==> src/rtl/cache_mem_arbiter.sv <==
// cache_mem_arbiter
//   Shares one RAM port between the icache and dcache of every core.
//   Round-robin between cores, and dcache before icache within a core.
//   A granted access runs IDLE -> BUSY -> DONE. Wait and load are returned
//   to the owner during the single DONE cycle.
// Ports
//   clk, nRST          clock, asynchronous active-low reset
//   iREN/iaddr         per-core icache read request and word address
//   iwait/iload        per-core icache wait flag and read data
//   dREN/dWEN          per-core dcache read and write requests
//   daddr/dstore       per-core dcache address and write data
//   dwait/dload        per-core dcache wait flag and read data
//   ramREN/ramWEN      RAM strobes, driven only in BUSY
//   ramaddr/ramstore   latched RAM address and write data
//   ramload/ram_ready  RAM read data and completion pulse
//   timeout            pulses in DONE when the watchdog aborted the access
module cache_mem_arbiter #(
  parameter int unsigned NCPU    = 2,
  parameter int unsigned TIMEOUT = 64
) (
  input  logic               clk,
  input  logic               nRST,
  input  logic [NCPU-1:0]    iREN,
  input  logic [NCPU*32-1:0] iaddr,
  output logic [NCPU-1:0]    iwait,
  output logic [NCPU*32-1:0] iload,
  input  logic [NCPU-1:0]    dREN,
  input  logic [NCPU-1:0]    dWEN,
  input  logic [NCPU*32-1:0] daddr,
  input  logic [NCPU*32-1:0] dstore,
  output logic [NCPU-1:0]    dwait,
  output logic [NCPU*32-1:0] dload,
  output logic               ramREN,
  output logic               ramWEN,
  output logic [31:0]        ramaddr,
  output logic [31:0]        ramstore,
  input  logic [31:0]        ramload,
  input  logic               ram_ready,
  output logic               timeout
);

  localparam int unsigned RW = (NCPU > 1) ? $clog2(NCPU) : 1;
  localparam int unsigned CW = (TIMEOUT > 0) ? $clog2(TIMEOUT + 1) : 1;

  typedef enum logic [1:0] {IDLE, BUSY, DONE} state_t;

  state_t             state, state_nx;
  logic [RW-1:0]      rr, own_core, win_core;
  logic               own_d, own_wr, aborted;
  logic               found, win_d, win_wr, expire, finish;
  logic [31:0]        lat_addr, lat_data, win_addr, win_data, fin_data;
  logic [CW-1:0]      cnt;
  logic [NCPU*32-1:0] iload_q, dload_q;
  int unsigned        sc;

  // Rotating scan starting at rr; the first core with any request wins.
  always_comb begin
    found    = 1'b0;
    win_core = '0;
    win_d    = 1'b0;
    win_wr   = 1'b0;
    win_addr = '0;
    win_data = '0;
    sc       = 0;
    for (int unsigned k = 0; k < NCPU; k++) begin
      sc = (int'(rr) + k) % NCPU;
      if (!found && (dWEN[sc] || dREN[sc] || iREN[sc])) begin
        found    = 1'b1;
        win_core = RW'(sc);
        if (dWEN[sc] || dREN[sc]) begin
          win_d    = 1'b1;
          win_wr   = dWEN[sc];
          win_addr = daddr[sc*32 +: 32];
          win_data = dWEN[sc] ? dstore[sc*32 +: 32] : '0;
        end else begin
          win_addr = iaddr[sc*32 +: 32];
        end
      end
    end
  end

  // ram_ready takes precedence over a watchdog expiry in the same cycle.
  assign expire   = (state == BUSY) && !ram_ready && (TIMEOUT != 0) &&
                    (cnt == CW'(TIMEOUT));
  assign finish   = (state == BUSY) && (ram_ready || expire);
  assign fin_data = (ram_ready && !own_wr) ? ramload : '0;

  always_ff @(posedge clk or negedge nRST) begin
    if (!nRST) state <= IDLE;
    else       state <= state_nx;
  end

  always_comb begin
    state_nx = state;
    case (state)
      IDLE:    if (found) state_nx = BUSY;
      BUSY:    if (ram_ready || expire) state_nx = DONE;
      DONE:    state_nx = IDLE;
      default: state_nx = IDLE;
    endcase
  end

  always_ff @(posedge clk or negedge nRST) begin
    if (!nRST) begin
      rr       <= '0;
      own_core <= '0;
      own_d    <= 1'b0;
      own_wr   <= 1'b0;
      aborted  <= 1'b0;
      lat_addr <= '0;
      lat_data <= '0;
      cnt      <= '0;
      iload_q  <= '0;
      dload_q  <= '0;
    end else begin
      if (state == IDLE && found) begin
        own_core <= win_core;
        own_d    <= win_d;
        own_wr   <= win_wr;
        lat_addr <= win_addr;
        lat_data <= win_data;
        cnt      <= CW'(1);
        aborted  <= 1'b0;
      end
      if (state == BUSY) begin
        cnt <= cnt + CW'(1);
      end
      // Load registers are written on entry to DONE so data is valid with wait low.
      if (finish) begin
        aborted <= !ram_ready;
        if (own_d) dload_q[int'(own_core)*32 +: 32] <= fin_data;
        else       iload_q[int'(own_core)*32 +: 32] <= fin_data;
      end
      if (state == DONE) begin
        rr <= (own_core == RW'(NCPU - 1)) ? '0 : own_core + RW'(1);
      end
    end
  end

  always_comb begin
    for (int unsigned c = 0; c < NCPU; c++) begin
      iwait[c] = !((state == DONE) && (own_core == RW'(c)) && !own_d);
      dwait[c] = !((state == DONE) && (own_core == RW'(c)) &&  own_d);
    end
  end

  assign iload    = iload_q;
  assign dload    = dload_q;
  assign ramREN   = (state == BUSY) && !own_wr;
  assign ramWEN   = (state == BUSY) &&  own_wr;
  assign ramaddr  = lat_addr;
  assign ramstore = lat_data;
  assign timeout  = (state == DONE) && aborted;

endmodule

==> config.mk <==
export PLATFORM = sky130hd
export DESIGN_NAME = cache_mem_arbiter
export DESIGN_NICKNAME = d
export VERILOG_FILES = /design/src/rtl/cache_mem_arbiter.sv
export SDC_FILE = /design/constraint.sdc
export NUM_CORES = 1
export LEC_CHECK = 0
export ABC_AREA = 1
export BUFFER_PORTS_ARGS = -buffer_cell sky130_fd_sc_hd__buf_2
export CELL_PAD_IN_SITES_DETAIL_PLACEMENT = 1
export CELL_PAD_IN_SITES_GLOBAL_PLACEMENT = 1
export CORE_AREA = 2 2 165 207
export DETAILED_ROUTE_END_ITERATION = 7
export DIE_AREA = 0 0 167 209
export MAX_ROUTING_LAYER = met4
export PLACE_DENSITY_LB_ADDON = 0.1
export SYNTH_ARGS = -nofsm -noshare
export SYNTH_HDL_FRONTEND = slang
export SYNTH_SLANG_ARGS = --single-unit
==> constraint.sdc <==
create_clock -name clk -period 4.12 [get_ports clk]
set_input_delay 0.618 -clock clk [delete_from_list [all_inputs] [get_ports clk]]
set_output_delay 0.618 -clock clk [all_outputs]
set_load 0.02 [all_outputs]
==> impl_metrics.tcl, run 1 <==
set metrics [dict create \
    fill_cells 4497 \
    cp.required_ns 4.57 \
    final_layout_size_suffix_gt1_frac 0.232 \
    hp-class "primary input to asynchronous set/reset pin" \
    crit_path_end_kind "flip-flop" \
    grt_max_degree 103 \
    routed_wl_um 46300 \
    hpwl_um 30700 \
    dpl.cell_count 2570 \
    critPathKind "flip-flop to flip-flop" \
    synth_top_area_frac 0.428 \
    htree_levels 1 \
    critPathLaunchType "flip-flop" \
    relSlewSlack 0.252 \
    clock_latency_ns 0.54 \
    grtUsageMet1 0.337 \
    arrival_ns 3.68 \
    rows 75 \
    path_clk_slew_ns 0.06 \
    path_max_fanout 71 \
    syn_inst 1825 \
    die_w_um 167 \
    cp_top_family "buffers and inverters" \
    grt_pass1_vias 13500 \
    synth_area_leaders "dfrtp_1, nand2_1, nand3_1" \
    drtIter0Drc 853 \
    grt_pass1_wl_um 73600 \
    via_count 13400 \
    fin_setup_tns_ns 0 \
    post_cts_buffers 0 \
    drt-vias-per-instance 5.08 \
    final-hold-violation-count 0 \
    cts-hold-fix-buffers 0 \
    grt_antenna_before_repair 16 \
    synth_top_cell_by_area "dfrtp_1" \
    start_util 0.364 \
    synth-seq-area-share 0.428 \
    ys_types 22 \
    final_cells 2630 \
    ioPinCount 432 \
    grt.busiest_layer "met2" \
    fmax_mhz 309 \
    clock_sinks 206 \
    power.leakage_nw 8.93 \
    tightest_slew_ns 1.12 \
    cpPeakStageDelay_ns 0.72 \
    slew_violations 0 \
    ys.warnings.count 0 \
    cts_inserted_buffers 24 \
    clock_path_buffers 3 \
    finalCriticalPeriod_ns 3.24 \
    finalCritPeriodShare 0.785 \
    synth-compound-area-share 0.0884 \
    fin_nets 2408 \
    syn2layout_area_growth_pct 27.0 \
    synthMuxAreaShare 0 \
    io_buffers 431 \
    place_congestion 0.811 \
    synth_top_family_by_area "simple AND/OR/NAND/NOR gates" \
    crit_buf_inv 2 \
    die-area_um2 34900 \
    worstPathCellList "inv_4 -> nand2_1 -> nand2_2 -> nand2_2 -> nor2_4 -> nand2_1 -> nand2_2 -> buf_4 -> nand2_1 -> o21ai_0" \
    grt_use_met3 0.0479 \
    rsz0062_at_grt "false" \
    synth-simple-area-share 0.376 \
    p_per_area_nw_per_um2 743 \
    die_h_um 209 \
    cap_violations 0 \
    grt_util_met2 0.432 \
    synth-seq-cells 206 \
    grt-ovfl-total 0 \
    core_area_um2 33100 \
    cts_tree "yes" \
    synth_xor_xnor_area_share 0 \
    final_antenna_net_count 0 \
    cts_resized 0 \
    setup_viol_count_final 0 \
    drc_errors 0 \
    status "complete, no violations" \
    wire_per_inst_um 17.6 \
    synthesis.area_um2 12100 \
    track_usage 0.268 \
    synthAdderAreaFrac 0.00208 \
    syn_nets 2060 \
    cts_root_buf "clkbuf_16" \
    worst_clock_skew_ns 0.00581 \
    cp_slowest_cell "buf_4" \
    post_synth.cell_area_avg_um2 6.61 \
    totalPowerFinal_mw 11.4 \
    drtPass1Iterations 5 \
    vdd_drop_max_v 0.000482 \
]
## layout by cell type (no fill, tap or decap), types with 3 or more instances in the layout
| master | instances |
|---|---|
| a21oi_1 | 5 |
| buf_12 | 3 |
| buf_2 | 430 |
| buf_4 | 14 |
| bufinv_16 | 6 |
| clkbuf_1 | 3 |
| clkbuf_16 | 24 |
| clkbuf_8 | 6 |
| clkinv_2 | 5 |
| dfrtp_1 | 205 |
| diode_2 | 16 |
| inv_1 | 180 |
| inv_2 | 4 |
| nand2_1 | 769 |
| nand2_2 | 5 |
| nand3_1 | 295 |
| nand4_2 | 4 |
| nor2_1 | 15 |
| nor2_4 | 4 |
| o21ai_0 | 197 |
| o21ai_1 | 8 |
## power by group
group | switching [mW] | internal (mW) | total, mW | leakage, nW
Combinational | 4.05 | 1.68 | 5.73 | 5.77
Clock | 0.918 | 1.54 | 2.45 | 0.447
Sequential | 0.460 | 2.74 | 3.20 | 2.71
Total | 5.43 | 5.95 | 11.4 | 8.93
## registers in the layout, indices dropped and copies added, names as in the netlist, 2 cells and up
name / count
cnt: 7
dload: 64
iload: 64
ramaddr: 32
ramstore: 32
state: 2
## metal layers
metal / vias to the layer above / routed length [µm]
met5: - / 0
met4: 0 / 1270
met3: 64 / 2750
met2: 384 / 22600
met1: 6460 / 19700
li1: 6445 / -
## through the flow
stage / hold slack (ns) / instance area, µm² / utilization / setup WS [ns]
3_3_place_gp: 0.459 / 14400 / 0.434 / 0.938
3_5_place_dp: 0.462 / 14400 / 0.434 / 0.879
4_1_cts: 0.243 / 15300 / 0.461 / 0.827
5_1_grt: 0.284 / 15300 / 0.462 / 0.570
6_report: 0.214 / 15300 / 0.462 / 0.885
2_1_floorplan: 0.322 / 12100 / - / 2.41
## cell usage after synthesis
library cell / count
a21oi_1: 5
buf_1: 4
buf_2: 53
buf_4: 5
buf_6: 3
clkbuf_1: 61
dfrtp_1: 206
ha_1: 2
inv_1: 180
inv_2: 5
nand2_1: 772
nand2_2: 2
nand3_1: 295
nand4_2: 4
nor2_1: 17
nor2_4: 2
nor3_1: 1
nor3b_1: 1
o21ai_0: 197
o21ai_1: 8
o21ai_2: 1
o22ai_1: 1
## path summary, 6_finish.rpt
kind / startpoint / endpoint / slack (ns) / cells past startpoint
worst max-delay path: rr$_DFFE_PN0N_ / cnt[1]$_DFFE_PN0P_ / 0.88 / 10
worst min-delay path: nRST / ramstore[21]$_DFFE_PN0P_ / 0.21 / 1
worst max register to register: rr$_DFFE_PN0N_ / cnt[1]$_DFFE_PN0P_ / 0.88 / 10
worst min register to register: ramstore[26]$_DFFE_PN0P_ / ramstore[26]$_DFFE_PN0P_ / 0.48 / 2
max in group asynchronous: nRST / dload[20]$_DFFE_PN0P_ / 3.05 / 2
min in group clk: ram_ready / aborted$_DFFE_PN0P_ / 0.36 / 2
## area by class of cell
type                    count  area (µm²)  area share
multi-input cells        1308        5660       0.369
well taps                 423         529      0.0346
clock inverters            12         221      0.0145
flip-flops and latches    206        5160       0.337
inverters                 185         697      0.0455
diodes                     16        40.0     0.00261
repair buffers            448        2330       0.152
clock buffers              32         681      0.0444
## cells by family (layout without fill, tap and decap cells)
logic type               Yosys count  in the layout
AND/OR/NAND/NOR                 1094           1094
AO/OA/AOI/OAI                    212            212
flip-flops                       206            206
buffers and inverters            311            677
other                              0             16
adder cells (fa/ha/maj)            2              2
No activity file was read; power rests on OpenSTA's default activity.
==> run 2, diff against run 1 <==
--- a/config.mk
+++ b/config.mk
@@ -9,9 +9,9 @@
 export BUFFER_PORTS_ARGS = -buffer_cell sky130_fd_sc_hd__buf_2
 export CELL_PAD_IN_SITES_DETAIL_PLACEMENT = 1
 export CELL_PAD_IN_SITES_GLOBAL_PLACEMENT = 1
-export CORE_AREA = 2 2 165 207
+export CORE_AREA = 2 2 172 216
 export DETAILED_ROUTE_END_ITERATION = 7
-export DIE_AREA = 0 0 167 209
+export DIE_AREA = 0 0 174 218
 export MAX_ROUTING_LAYER = met4
 export PLACE_DENSITY_LB_ADDON = 0.1
 export SYNTH_ARGS = -nofsm -noshare
==> constraint.sdc (replaced) <==
create_clock -name clk -period 3.28 [get_ports clk]
set_input_delay 0.492 -clock clk [delete_from_list [all_inputs] [get_ports clk]]
set_output_delay 0.492 -clock clk [all_outputs]
set_load 0.02 [all_outputs]
==> impl_metrics.tcl, run 2 (synthesis gave the netlist of run 1 again) <==
set metrics [dict create \
    grt_pass1_vias 13600 \
    fin_setup_tns_ns 0 \
    hpwl_um 33300 \
    tightest_slew_ns 0.940 \
    finalCriticalPeriod_ns 2.76 \
    ioPinCount 432 \
    clock_path_buffers 3 \
    final_antenna_net_count 0 \
    crit_buf_inv 1 \
    grt_max_degree 85 \
    r2r_slack_ns 0.52 \
    p_per_area_nw_per_um2 926 \
    rows 78 \
    fin_nets 2421 \
    final_layout_size_suffix_gt1_frac 0.235 \
    die_w_um 174 \
    cp_slowest_cell "nor2_4" \
    cp.depth 9 \
    violations "negative hold slack" \
    startpoint "rr$_DFFE_PN0N_" \
    final_common_cell "nand2_1" \
    path_max_fanout 33 \
    r2r_end "ramstore[20]$_DFFE_PN0P_" \
    grt_pass1_wl_um 76100 \
    path_clk_slew_ns 0.06 \
    routed_wl_um 48700 \
    die-area_um2 37900 \
    cts_inserted_buffers 25 \
    critPathKind "flip-flop to flip-flop" \
    clock_latency_ns 0.55 \
    track_usage 0.259 \
    relSlewSlack 0.373 \
    crit_path_end_kind "flip-flop" \
    cp_top_family "simple AND/OR/NAND/NOR gates" \
    finalCritPeriodShare 0.842 \
    critPathMostFrequentCell "nand2_1" \
    cts_resized 0 \
    grt_antenna_before_repair 14 \
    via_count 13400 \
    worstPathCellList "o21ai_4 -> nand2_2 -> nor2_4 -> inv_2 -> nor2_4 -> nand2_1 -> nand2_1 -> nand2_1 -> nand2_1" \
    io_buffers 431 \
    final-hold-violation-count 8 \
    cts_root_buf "clkbuf_16" \
    status "complete, but fails checks" \
    core_area_um2 35900 \
    vdd_drop_max_v 0.000466 \
    worst_clock_skew_ns 0.0163 \
    fill_cells 4894 \
    critPathLaunchType "flip-flop" \
    drt-vias-per-instance 4.96 \
    cp.required_ns 3.76 \
    arrival_ns 3.25 \
    final_area_um2 15400 \
    drc_errors 0 \
    rsz0062_at_grt "false" \
    power.leakage_nw 8.95 \
    drtPass1Iterations 4 \
    cts_tree "yes" \
    htree_levels 1 \
    cts-hold-fix-buffers 0 \
    wire_per_inst_um 18.1 \
    post_cts_buffers 0 \
    grt-ovfl-total 0 \
    fmax_mhz 362 \
    syn2layout_area_growth_pct 27.6 \
    final_cell_mix "nand2_1, buf_2, nand3_1, dfrtp_1, o21ai_0" \
    place_congestion 0.811 \
    cpPeakStageDelay_ns 0.66 \
    die_h_um 218 \
    endpoint "ramstore[20]$_DFFE_PN0P_" \
    reg2regPathDepth 9 \
    start_util 0.336 \
    cap_violations 0 \
    slew_violations 0 \
    postPlaceCellArea_um2 14500 \
    setup_viol_count_final 0 \
    drtIter0Drc 659 \
    timing.hold.ws_ns -0.0444 \
    clock_sinks 206 \
    hp-class "primary input to asynchronous set/reset pin" \
    r2r-start "rr$_DFFE_PN0N_" \
]
-- run 2: cell types whose count changed in the layout (fill, tap and decap cells not counted), moves of 2 or more --
cell / delta
clkbuf_1: +2
diode_2: -3
buf_4: +14
clkbuf_8: +4
bufinv_16: -4
buf_12: -2
clkinv_2: -5
-- run 2: worst register-to-register path, stage by stage (launching register included) --
cell and delay [ns]:
dfrtp_4 0.63, o21ai_4 0.61, nand2_2 0.15, nor2_4 0.19
inv_2 0.07, nor2_4 0.66, nand2_1 0.16, nand2_1 0.11
nand2_1 0.05, nand2_1 0.07
-- run 2: final cells by class --
cell class | instances | area [µm²] | share of cell area
clock inverters | 3 | 80.1 | 0.00520
flip-flops and latches | 206 | 5160 | 0.335
diodes | 13 | 32.5 | 0.00211
repair buffers | 460 | 2400 | 0.156
multi-input cells | 1308 | 5650 | 0.367
inverters | 185 | 697 | 0.0453
well taps | 480 | 601 | 0.0390
clock buffers | 39 | 768 | 0.0499
-- run 2: how the worst min path moves through the flow --
stage,endpoint,cells after the start,slack [ns],from
finish,ramstore[21]$_DFFE_PN0P_,1,-0.04,nRST
CTS,ramstore[21]$_DFFE_PN0P_,1,0.0001,nRST
floorplan,aborted$_DFFE_PN0P_,0,0.20,nRST
global placement,ramaddr[0]$_DFFE_PN0P_,2,0.46,ramaddr[0]$_DFFE_PN0P_
detailed placement,ramaddr[31]$_DFFE_PN0P_,2,0.46,ramaddr[31]$_DFFE_PN0P_
global route,ramstore[21]$_DFFE_PN0P_,1,0.01,nRST
-- run 2: stage by stage --
stage	cells	util	hold WS [ns]	worst slack, ns	total power, mW
global placement	2639	0.404	0.459	0.561	11.3
detailed placement	2639	0.404	0.461	0.519	11.4
CTS	2681	0.427	0.000146	0.494	14.4
floorplan	1825	-	0.196	1.59	8.88
finish	2694	0.428	-0.0444	0.517	14.3
global route	2694	0.428	0.0106	0.235	15.4
-- run 2: power by group --
| group | internal, mW | leakage (nW) | switching (mW) |
|---|---|---|---|
| clock network | 1.76 | 0.417 | 1.14 |
| registers | 3.44 | 2.71 | 0.588 |
| logic | 2.14 | 5.82 | 5.19 |
-- run 2: metal layers --
layer | track usage | wire [µm]
met1 | 0.312 | 20600
met2 | 0.435 | 23800
met3 | 0.0455 | 2590
met4 | 0.0983 | 1730
met5 | - | 0
==> run 3, diff against run 2 <==
--- a/config.mk
+++ b/config.mk
@@ -5,13 +5,13 @@
 export SDC_FILE = /design/constraint.sdc
 export NUM_CORES = 1
 export LEC_CHECK = 0
-export ABC_AREA = 1
+export ABC_AREA = 0
 export BUFFER_PORTS_ARGS = -buffer_cell sky130_fd_sc_hd__buf_2
 export CELL_PAD_IN_SITES_DETAIL_PLACEMENT = 1
 export CELL_PAD_IN_SITES_GLOBAL_PLACEMENT = 1
-export CORE_AREA = 2 2 172 216
+export CORE_AREA = 2 2 167 169
 export DETAILED_ROUTE_END_ITERATION = 7
-export DIE_AREA = 0 0 174 218
+export DIE_AREA = 0 0 169 171
 export MAX_ROUTING_LAYER = met4
 export PLACE_DENSITY_LB_ADDON = 0.1
 export SYNTH_ARGS = -nofsm -noshare
==> constraint.sdc (replaced) <==
create_clock -name clk -period 2.9 [get_ports clk]
set_input_delay 0.435 -clock clk [delete_from_list [all_inputs] [get_ports clk]]
set_output_delay 0.435 -clock clk [all_outputs]
set_load 0.02 [all_outputs]
==> impl_metrics.tcl, run 3 <==
set metrics [dict create \
    worstPathCellList "inv_1 -> ha_1 -> and4bb_2 -> a31oi_4 -> or3_2 -> buf_12 -> mux2_4" \
    cp_slowest_cell "or3_2" \
    via_count 8160 \
    synthesis.area_um2 9570 \
    cts_inserted_buffers 24 \
    drtIter0Drc 357 \
    dpl.cell_count 1565 \
    fin_nets 1481 \
    track_usage 0.225 \
    arrival_ns 2.80 \
    grt_pass1_wl_um 49200 \
    fin_setup_tns_ns 0 \
    die_w_um 169 \
    synth-seq-area-share 0.539 \
    hpwl_um 23600 \
    final_layout_size_suffix_gt1_frac 0.503 \
    relSlewSlack 0.334 \
    vdd_drop_max_v 0.000424 \
    cp_top_family "simple AND/OR/NAND/NOR gates" \
    critPathKind "flip-flop to flip-flop" \
    hp-class "primary input to flip-flop" \
    start_util 0.350 \
    post-route-util 0.477 \
    final-hold-violation-count 0 \
    synth-seq-cells 206 \
    grt_pass1_vias 8433 \
    async_reset_ff_frac 1.00 \
    grt-ovfl-total 0 \
    drtPass1Iterations 4 \
    ioPinCount 432 \
    finalCriticalPeriod_ns 2.41 \
    synth-simple-area-share 0.0968 \
    ys_types 46 \
    slew_violations 0 \
    worst_clock_skew_ns 0.0134 \
    power.leakage_nw 6.73 \
    routed_wl_um 32400 \
    synth_ff_type "dfrtp_1" \
    synth_xor_xnor_area_share 0.000915 \
    cts_root_buf "clkbuf_16" \
    grt_max_degree 97 \
    die-area_um2 28900 \
    cp.required_ns 3.28 \
    synthMuxAreaShare 0.196 \
    ys.warnings.count 0 \
    crit_path_end_kind "flip-flop" \
    drt-vias-per-instance 5.05 \
    clock_sinks 206 \
    critPathLaunchType "flip-flop" \
    syn_nets 1065 \
    core_area_um2 27300 \
    path_max_fanout 25 \
    synth-compound-area-share 0.131 \
    synth_area_leaders "dfrtp_1, mux2_2, mux2_4" \
    syn2layout_area_growth_pct 36.3 \
    clock_path_buffers 3 \
    cap_violations 0 \
    tightest_slew_ns 0.999 \
    p_per_area_nw_per_um2 1060 \
    cpPeakStageDelay_ns 0.62 \
    synth_edf_count 0 \
    final_cells 1615 \
    synth_common_cells "dfrtp_1, nor2_1, mux2_2" \
    clock_latency_ns 0.51 \
    finalCritPeriodShare 0.832 \
    synth_top_family_by_area "multiplexers" \
    synth_top_area_frac 0.539 \
    syn_inst 830 \
    grt_antenna_before_repair 7 \
    crit_buf_inv 2 \
    fmax_mhz 415 \
    drc_errors 0 \
    rsz0062_at_grt "false" \
    synthAdderAreaFrac 0.00262 \
    synth_top_cell_by_area "dfrtp_1" \
    wire_per_inst_um 20.1 \
    post_synth.cell_area_avg_um2 11.5 \
    status "complete, no violations" \
    setup_viol_count_final 0 \
    synth.most_common_cell "dfrtp_1" \
    cts_tree "yes" \
    final_antenna_net_count 0 \
    place_congestion 0.812 \
    io_buffers 431 \
    final_cell_mix "buf_2, dfrtp_1, nor2_1, mux2_2, o21ai_0" \
    rows 61 \
    path_clk_slew_ns 0.06 \
    die_h_um 171 \
    post_cts_buffers 0 \
    htree_levels 1 \
    final_common_cell "buf_2" \
]
[run 3: changes by cell type in the layout (fill, tap and decap cells not counted), moves of 34 or more]
cell / delta
inv_1: -176
and2_1: +34
nand2_1: -729
mux2_2: +98
nand3_1: -292
nor2_1: +87
o21ai_0: -122
[run 3: per-stage QoR]
| step | hold WS [ns] | setup slack, ns | cell area, µm² | power [mW] |
|---|---|---|---|---|
| global placement | 0.473 | 0.521 | 12200 | 10.6 |
| finish | 0.197 | 0.488 | 13000 | 13.8 |
| CTS | 0.173 | 0.461 | 13000 | 14.0 |
| floorplan | 0.139 | 0.909 | 9570 | 8.37 |
| detailed placement | 0.483 | 0.463 | 12200 | 10.8 |
| global route | 0.184 | 0.391 | 13000 | 14.7 |
[run 3: power by group]
part / switching (mW) / internal, mW / leakage (nW)
Combinational: 3.60 / 2.26 / 3.69
Sequential: 0.725 / 4.10 / 2.62
Clock: 1.18 / 1.99 / 0.411
[run 3: layout make-up]
| class | instances | area, µm² |
|---|---|---|
| Fill cell | 3117 | 14300 |
| Inverter | 4 | 15.0 |
| Tap cell | 346 | 433 |
| Multi-Input combinational cell | 556 | 4150 |
| Antenna cell | 7 | 17.5 |
| Clock inverter | 7 | 116 |
| Timing Repair Buffer | 454 | 2430 |
| Clock buffer | 35 | 723 |
| Sequential cell | 206 | 5150 |
[run 3: timing repair]
item,in CTS,in global routing
hold buffers,1,0
resized for setup,0,0
endpoints found under the hold margin,67,0
[run 3: logic make-up (layout without fill, tap and decap cells)]
family          count (synthesis)  count (layout)
compound gates                191             191
other cells                     0               7
xor+xnor                        1               1
flops                         206             206
fa+ha+maj                       2               2
simple gates                  202             202
mux                           160             160
buf+inv                        68             500
[run 3: path summary, 6_finish.rpt]
| path | slack, ns | cells after the start | startpoint | end |
|---|---|---|---|---|
| max | 0.49 | 7 | cnt[0]$_DFFE_PN0P_ | iload[12]$_DFFE_PN0P_ |
| min | 0.20 | 3 | dstore[45] | ramstore[13]$_DFFE_PN0P_ |
| max reg2reg | 0.49 | 7 | cnt[0]$_DFFE_PN0P_ | iload[12]$_DFFE_PN0P_ |
| min reg2reg | 0.49 | 2 | ramstore[27]$_DFFE_PN0P_ | ramstore[27]$_DFFE_PN0P_ |
| max in group asynchronous | 1.57 | 3 | nRST | dload[49]$_DFFE_PN0P_ |
| min in group asynchronous | 0.51 | 2 | nRST | dload[21]$_DFFE_PN0P_ |
[run 3: worst min-delay path: stages]
cell and delay, ns:
buf_2 0.07, a221oi_1 0.06, nor2_1 0.10
[run 3: layer usage]
metal	GRT usage	routed length, µm
met3	0.0456	2130
met2	0.377	16000
met4	0.0513	643
met1	0.282	13600
met5	-	0
